<file path="config.mk">
export PLATFORM = sky130hd
export DESIGN_NAME = sram_arbiter
export DESIGN_NICKNAME = d
export VERILOG_FILES = /design/src/rtl/sram_arbiter.sv
export SDC_FILE = /design/constraint.sdc
export NUM_CORES = 1
export LEC_CHECK = 0
export BUFFER_PORTS_ARGS = -buffer_cell sky130_fd_sc_hd__buf_4
export CORE_AREA = 2 2 108 110
export CTS_CLUSTER_SIZE = 14
export DETAILED_ROUTE_END_ITERATION = 7
export DIE_AREA = 0 0 110 112
export PLACE_DENSITY_LB_ADDON = 0.3
export SLEW_MARGIN = 10
export SYNTH_ARGS = -nofsm -noshare
export SYNTH_HDL_FRONTEND = slang
export SYNTH_SLANG_ARGS = --single-unit
</file>
<file path="constraint.sdc">
create_clock -name clk -period 6.03 [get_ports clk]
set_clock_uncertainty 0.2 [all_clocks]
set_input_delay 1.206 -clock clk [delete_from_list [all_inputs] [get_ports clk]]
set_output_delay 1.206 -clock clk [all_outputs]
set_load 0.01 [all_outputs]
</file>
<file path="src/rtl/sram_arbiter.sv">
// sram_arbiter: merges an instruction-fetch port and a load/store port onto a
// single sram-like memory port, tracking up to OUTST_DEPTH outstanding
// transactions in an ID FIFO so responses are routed back in order.
//
// Parameters:
//   OUTST_DEPTH   max accepted-but-unanswered transactions (power of two, 2..8)
// Optional feature (macro SRAM_ARB_RR_EN):
//   defined   -> round-robin between inst and data on conflict
//   undefined -> fixed priority, data wins
// Ports:
//   clk, resetn                    clock, synchronous active-low reset
//   inst_req/inst_addr             fetch request (word read)
//   inst_addr_ok/data_ok/rdata     fetch handshake and read data
//   data_req/data_req_bus          load/store request {wr,size,wstrb,addr,wdata}
//   data_addr_ok/data_ok/rdata     load/store handshake and read data
//   mem_req/mem_req_bus            shared port request, same bus layout
//   mem_addr_ok/data_ok/rdata      shared port handshake and read data
module sram_arbiter #(
  parameter int unsigned OUTST_DEPTH = 2
) (
  input  logic        clk,
  input  logic        resetn,
  input  logic        inst_req,
  input  logic [31:0] inst_addr,
  output logic        inst_addr_ok,
  output logic        inst_data_ok,
  output logic [31:0] inst_rdata,
  input  logic        data_req,
  input  logic [70:0] data_req_bus,
  output logic        data_addr_ok,
  output logic        data_data_ok,
  output logic [31:0] data_rdata,
  output logic        mem_req,
  output logic [70:0] mem_req_bus,
  input  logic        mem_addr_ok,
  input  logic        mem_data_ok,
  input  logic [31:0] mem_rdata
);

  localparam int unsigned PTR_W = $clog2(OUTST_DEPTH);
  localparam int unsigned CNT_W = $clog2(OUTST_DEPTH + 1);

  localparam logic [0:0] ID_INST = 1'b0;
  localparam logic [0:0] ID_DATA = 1'b1;

  logic                   r_locked;
  logic [0:0]             r_grant;
  logic [OUTST_DEPTH-1:0] r_ids;
  logic [PTR_W-1:0]       r_wptr;
  logic [PTR_W-1:0]       r_rptr;
  logic [CNT_W-1:0]       r_count;
`ifdef SRAM_ARB_RR_EN
  logic [0:0]             r_last;
`endif

  logic       w_full;
  logic       w_empty;
  logic [0:0] w_sel;
  logic [0:0] w_grant;
  logic       w_push;
  logic       w_pop;
  logic [0:0] w_head;

  assign w_full  = (r_count == CNT_W'(OUTST_DEPTH));
  assign w_empty = (r_count == '0);

  // Requester selection used whenever the lock is not holding a grant.
  always_comb begin
    w_sel = r_grant;
    if (data_req && inst_req) begin
`ifdef SRAM_ARB_RR_EN
      w_sel = (r_last == ID_DATA) ? ID_INST : ID_DATA;
`else
      w_sel = ID_DATA;
`endif
    end else if (data_req) begin
      w_sel = ID_DATA;
    end else if (inst_req) begin
      w_sel = ID_INST;
    end
  end

  assign w_grant = r_locked ? r_grant : w_sel;

  // Full blocks requests unconditionally: keeps mem_data_ok off the mem_req path.
  assign mem_req     = !w_full && (r_locked || inst_req || data_req);
  assign mem_req_bus = (w_grant == ID_INST) ?
                       {1'b0, 2'b10, 4'b0000, inst_addr, 32'b0} : data_req_bus;

  assign w_push = mem_req && mem_addr_ok;
  assign w_pop  = mem_data_ok && !w_empty;
  assign w_head = r_ids[r_rptr];

  assign inst_addr_ok = w_push && (w_grant == ID_INST);
  assign data_addr_ok = w_push && (w_grant == ID_DATA);
  assign inst_data_ok = w_pop && (w_head == ID_INST);
  assign data_data_ok = w_pop && (w_head == ID_DATA);
  assign inst_rdata   = mem_rdata;
  assign data_rdata   = mem_rdata;

  // Grant/lock: a request stalled by mem_addr_ok pins the grant until accepted.
  always_ff @(posedge clk) begin
    if (!resetn) begin
      r_locked <= 1'b0;
      r_grant  <= ID_DATA;
    end else begin
      r_grant <= w_grant;
      if (mem_req && !mem_addr_ok) begin
        r_locked <= 1'b1;
      end else if (mem_addr_ok) begin
        r_locked <= 1'b0;
      end
    end
  end

`ifdef SRAM_ARB_RR_EN
  // Last-accepted requester for round-robin conflict resolution.
  always_ff @(posedge clk) begin
    if (!resetn) begin
      r_last <= ID_DATA;
    end else if (w_push) begin
      r_last <= w_grant;
    end
  end
`endif

  // Outstanding-ID FIFO; pointers wrap naturally since depth is a power of two.
  always_ff @(posedge clk) begin
    if (!resetn) begin
      r_ids   <= '0;
      r_wptr  <= '0;
      r_rptr  <= '0;
      r_count <= '0;
    end else begin
      if (w_push) begin
        r_ids[r_wptr] <= w_grant;
        r_wptr        <= r_wptr + PTR_W'(1);
      end
      if (w_pop) begin
        r_rptr <= r_rptr + PTR_W'(1);
      end
      case ({w_push, w_pop})
        2'b10:   r_count <= r_count + CNT_W'(1);
        2'b01:   r_count <= r_count - CNT_W'(1);
        default: r_count <= r_count;
      endcase
    end
  end

endmodule
</file>
==> impl_metrics.toml, run 1 <==
[cells_and_area]
syn2layout_area_growth_pct = 72.7
final_util_pct = 23.9
antenna_cells = 0
nets = 447
fillerInstances = 1209
drive_gt1_share_pct = 72.6

[placed_design]
gp_congestion = 0.690
dpl.hpwl_um = 4230
io_buffers = 184

[synth]
synthMuxAreaShare_pct = 24.6
synthAdderAreaFrac_pct = 0.808
synth_top_family_by_area = "buffers and inverters"
ys_ff_latch = 8
synth_nets = 330
synth_xor_area_share_pct = 1.70
yosysWarningCount = 0
synth-compound-area-share_pct = 4.93
synth.avg_cell_area_um2 = 8.24
synth-simple-area-share_pct = 22.1
synthCells = 188
yosys.cell_types.count = 26
syn-cell-area_um2 = 1550
yosysSeqAreaShare_pct = 10.3

[timing]
hold_viol = 0
fin_crit_ns = 4.31
setup-violations-final = 0
layout_worst_path_cycle_share_pct = 71.5
tightestPinTransition_ns = 0.701
grt_setup_unrepaired = "no"
max_freq_ghz = 0.232
slew_violations = 0
tns_ns = 0
relSlewSlack_pct = 53.2

[critical_path]
critical_path_class = "in2out"
reg2reg_depth = 6
cp_max_fo = 56
cp_top_family = "buffers and inverters"
cp.required_ns = 4.62
crit_buf_inv = 3
cp-start-kind = "primary input"
timing.critical_path.mode_cell = "buf_4"
slowest_stage = "a21oi_4"
end_kind = "output pin"
slowest_delay_ns = 0.55
cp.depth = 6
arrival_ns = 2.90
worstPathCellList = "buf_4, nor2b_1, a21oi_4, buf_12, mux2_2, buf_4"

[clock_tree]
cts.path.max_buffers = 2
clock-sinks = 8
post_cts.repair.setup_buffers = 0
cts_resized = 0
clock_latency_ns = 0.23
clk_pin_slew_ns = 0.04
ctsHoldBuffers = 0
htreeDepth = 1
cts_root_buf = "clkbuf_16"
cts_tree = "yes"
cts_made_buffers = 3

[pwr]
power_leakage_nw = 1.32
ir_worst_vdd_uv = 216
powerDensity_nw_per_um2 = 183

[routing]
viasPerCell = 3.65
dr.pass1.iters = 3
drc_errors = 0
ant_nets = 0
wl_per_cell_um = 11.2
drt_iter0_drc = 24
wl_um = 5010
vias = 1628

[global_route]
grt_util_all_layers_pct = 7.10
grt_max_degree = 57
grt_pass1_wl_um = 7170
antenna_found_initial = 0
grt-ovfl-total = 0
first_global_vias = 1580

[job]
maxCapViolations = 0

[worst_hold_path]
hold_class = "reg2reg"
holdPathStages = 2

[die]
rows = 39
dieArea_um2 = 12300
initial_core_util_pct = 13.9
die_w_um = 110
fp.dieH_um = 112
pin_count = 281
coreArea_um2 = 11200

[status]
status = "complete, no violations"
-- state kept, by name, indices dropped and copies added (netlist names) --
signal	cells
r_rptr	1
r_count	2
r_wptr	1
r_grant	1
r_ids	2
r_locked	1
-- path summary, 6_finish.rpt --
check	slack (ns)	startpoint	endpoint
worst max-delay path	1.72	data_req	mem_req_bus[32]
worst min-delay path	0.30	r_wptr	r_wptr
worst max register to register	3.97	r_locked	r_count[1]
worst min register to register	0.30	r_wptr	r_wptr
-- kinds of logic after synthesis --
family	after synthesis
fa+ha+maj	1
buf+inv	77
compound gates	9
mux	34
simple gates	56
flops	8
xor+xnor	3
-- area by class of cell --
cell class / instances / area (µm²) / area share (%)
Timing Repair Buffer: 185 / 1400 / 52.4
Multi-Input combinational cell: 103 / 845 / 31.6
Tap cell: 143 / 179 / 6.69
Sequential cell: 8 / 160 / 5.99
Inverter: 4 / 15.0 / 0.561
Clock buffer: 3 / 75.1 / 2.81
-- per-stage QoR --
| step | cell area, µm² | power (W) | std cells | hold slack, ns | worst slack, ns |
|---|---|---|---|---|---|
| after floorplan | 1550 | 0.000274 | 188 | 0.268 | 2.46 |
| after global placement | 2600 | 0.000383 | 443 | 0.280 | 1.72 |
| after detailed placement | 2600 | 0.000386 | 443 | 0.302 | 1.69 |
| after CTS | 2680 | 0.000498 | 446 | 0.306 | 1.70 |
| after global routing | 2680 | 0.000527 | 446 | 0.326 | 1.58 |
| final | 2680 | 0.000490 | 446 | 0.303 | 1.72 |
-- worst reg2reg max path: cells and delay by family (launching register included) --
kind,cells,cell delay (ns)
compound gates,1,0.13
fa+ha+maj,1,0.26
buf+inv,1,0.08
flops,1,0.32
simple gates,3,1.00
-- layer usage --
layer / vias to the layer above / global-route usage [%] / wire (µm)
met1: 709 / 8.34 / 1850
met4: 0 / 1.43 / 65
li1: 778 / - / -
met3: 9 / 3.28 / 707
met2: 132 / 11.8 / 2380
met5: - / 0 / 0
-- where the power goes --
part	internal (W)	total (W)	switching [W]
clock	0.0000853	0.000109	0.0000239
combinational	0.000178	0.000302	0.000124
sequential	0.0000667	0.0000783	0.0000116
total	0.000330	0.000490	0.000160
-- Yosys cell counts, drive strengths merged --
cell	instances	share of area, %
a21oi	3	1.2
buf	73	35
dfxtp	8	10
ha	1	0.81
mux2	32	23
inv	4	0.97
nor2	4	0.97
and3	1	0.73
nor3	1	0.32
nand2	3	0.73
nor2b	40	16
a311oi	2	1.9
o21ai	2	0.65
or2	1	0.40
and2	2	0.81
xor2	2	1.1
mux2i	2	1.3
or3	2	1.1
nand2b	2	0.81
a41oi	2	1.1
xnor2	1	0.57
-- placed cells by master (no fill, tap or decap) --
master,instances
a21oi_1,2
a21oi_4,1
a311oi_2,2
a41oi_1,2
and2_1,2
and3_4,1
buf_12,1
buf_4,184
clkbuf_16,3
dfxtp_1,8
ha_1,1
inv_1,4
mux2_1,6
mux2_2,26
mux2i_1,2
nand2_1,3
nand2b_1,2
nor2_1,4
nor2b_1,40
nor3_1,1
o21ai_0,2
or2_2,1
or3_1,1
or3_4,1
xnor2_1,1
xor2_1,2
No activity file was read; power rests on OpenSTA's default activity.
==> run 2: changes to the inputs <==
clock period = 3.6 ns   (was 6.03 ns; I/O delays follow)
==> impl_metrics.toml, run 2 (synthesis gave the netlist of run 1 again) <==
[clock_tree]
htreeDepth = 1
cts_made_buffers = 3
cts_tree = "yes"
clock-sinks = 8
cts_root_buf = "clkbuf_16"
clock_latency_ns = 0.23
ctsHoldBuffers = 0
cts_resized = 0
cts.path.max_buffers = 2
clk_pin_slew_ns = 0.04
post_cts.repair.setup_buffers = 0

[die]
rows = 39
initial_core_util_pct = 13.9
coreArea_um2 = 11200
fp.dieH_um = 112
die_w_um = 110
dieArea_um2 = 12300
pin_count = 281

[critical_path]
critical_path_class = "in2out"
slowest_stage = "mux2_1"
worstPathCellList = "buf_4, nor2b_1, a21oi_4, buf_12, mux2_1, buf_4"
cp.required_ns = 2.68
cp-start-kind = "primary input"
slowest_delay_ns = 0.37
timing.critical_path.mode_cell = "buf_4"
cp_max_fo = 76
end_kind = "output pin"
arrival_ns = 1.99

[routing]
dr.pass1.iters = 4
drc_errors = 0
vias = 1619
wl_met2_um = 2380
ant_nets = 0
dr_wl_met3_um = 681
wl_per_cell_um = 11.0
viasPerCell = 3.63
drt-met1-wl_um = 1780
drt_iter0_drc = 45
wl_um = 4910
routed.top_layer = "met4"

[timing]
max_freq_ghz = 0.343
setup-violations-final = 0
tns_ns = 0
fin_crit_ns = 2.91
slew_violations = 0
hold_viol = 0
tightestPinTransition_ns = 0.452
layout_worst_path_cycle_share_pct = 80.9
relSlewSlack_pct = 69.6
grt_setup_unrepaired = "no"

[worst_hold_path]
hold_class = "reg2reg"

[pwr]
powerDensity_nw_per_um2 = 307
power.total_w = 0.000821
ir_worst_vdd_uv = 263
power_leakage_nw = 1.32

[global_route]
grt_max_degree = 77
grt_pass1_wl_um = 7000
first_global_vias = 1567
antenna_found_initial = 0
grt-ovfl-total = 0
grt_util_all_layers_pct = 6.90

[cells_and_area]
stdcell_area_um2 = 2680
drive_gt1_share_pct = 72.6
mostFrequentLayoutCells = "184 x buf_4, 40 x nor2b_1, 26 x mux2_2"
antenna_cells = 0
syn2layout_area_growth_pct = 72.7
fillerInstances = 1226
nets = 447
layout_commonest_cell = "buf_4"
reg_top3 = "r_count (2), r_ids (2)"

[placed_design]
dpl.hpwl_um = 4120
place_area_um2 = 2600
io_buffers = 184
gp_congestion = 0.698

[job]
maxCapViolations = 0

[status]
status = "complete, no violations"
-- run 2: cell counts in the layout (fill, tap and decap cells not counted) --
Identical to the previous run, type by type.
-- run 2: stage by stage --
step           utilization (%)  setup WS (ns)  hold slack [ns]  cells
2_1_floorplan                -           1.00            0.268    188
6_report                  23.9          0.686            0.303    446
3_5_place_dp              23.3          0.677            0.299    443
3_3_place_gp              23.3          0.694            0.285    443
5_1_grt                   23.9          0.610            0.344    446
4_1_cts                   23.9          0.678            0.305    446
-- run 2: final timing paths --
kind / startpoint / endpoint / slack, ns / depth (start not counted)
worst max register to register: r_locked / r_count[1] / 1.52 / 6
worst max-delay path: data_req / mem_req_bus[41] / 0.69 / 6
worst min register to register: r_wptr / r_wptr / 0.30 / 2
worst min-delay path: r_wptr / r_wptr / 0.30 / 2
-- run 2: final cells by class --
type,instances,area [µm²],share of cell area (%)
Timing Repair Buffer,185,1400,52.4
Multi-Input combinational cell,103,845,31.6
Tap cell,143,179,6.69
Sequential cell,8,160,5.99
Clock buffer,3,75.1,2.81
Inverter,4,15.0,0.561
-- run 2: metal layers --
| layer | up-vias | global-route usage, % |
|---|---|---|
| li1 | 776 | - |
| met1 | 702 | 7.41 |
| met2 | 134 | 12.3 |
| met3 | 7 | 2.75 |
| met4 | 0 | 1.94 |
| met5 | - | 0 |
-- run 2: worst max-delay path, delay by kind of cell --
| kind | cells | cell delay, ns |
|---|---|---|
| buf+inv | 3 | 0.56 |
| mux | 1 | 0.37 |
| simple gates | 1 | 0.14 |
| compound gates | 1 | 0.13 |
-- run 2: power by group --
part,switching (W),total [W],internal [W]
registers,0.0000200,0.000132,0.000112
clock network,0.0000428,0.000186,0.000143
logic,0.000206,0.000503,0.000298
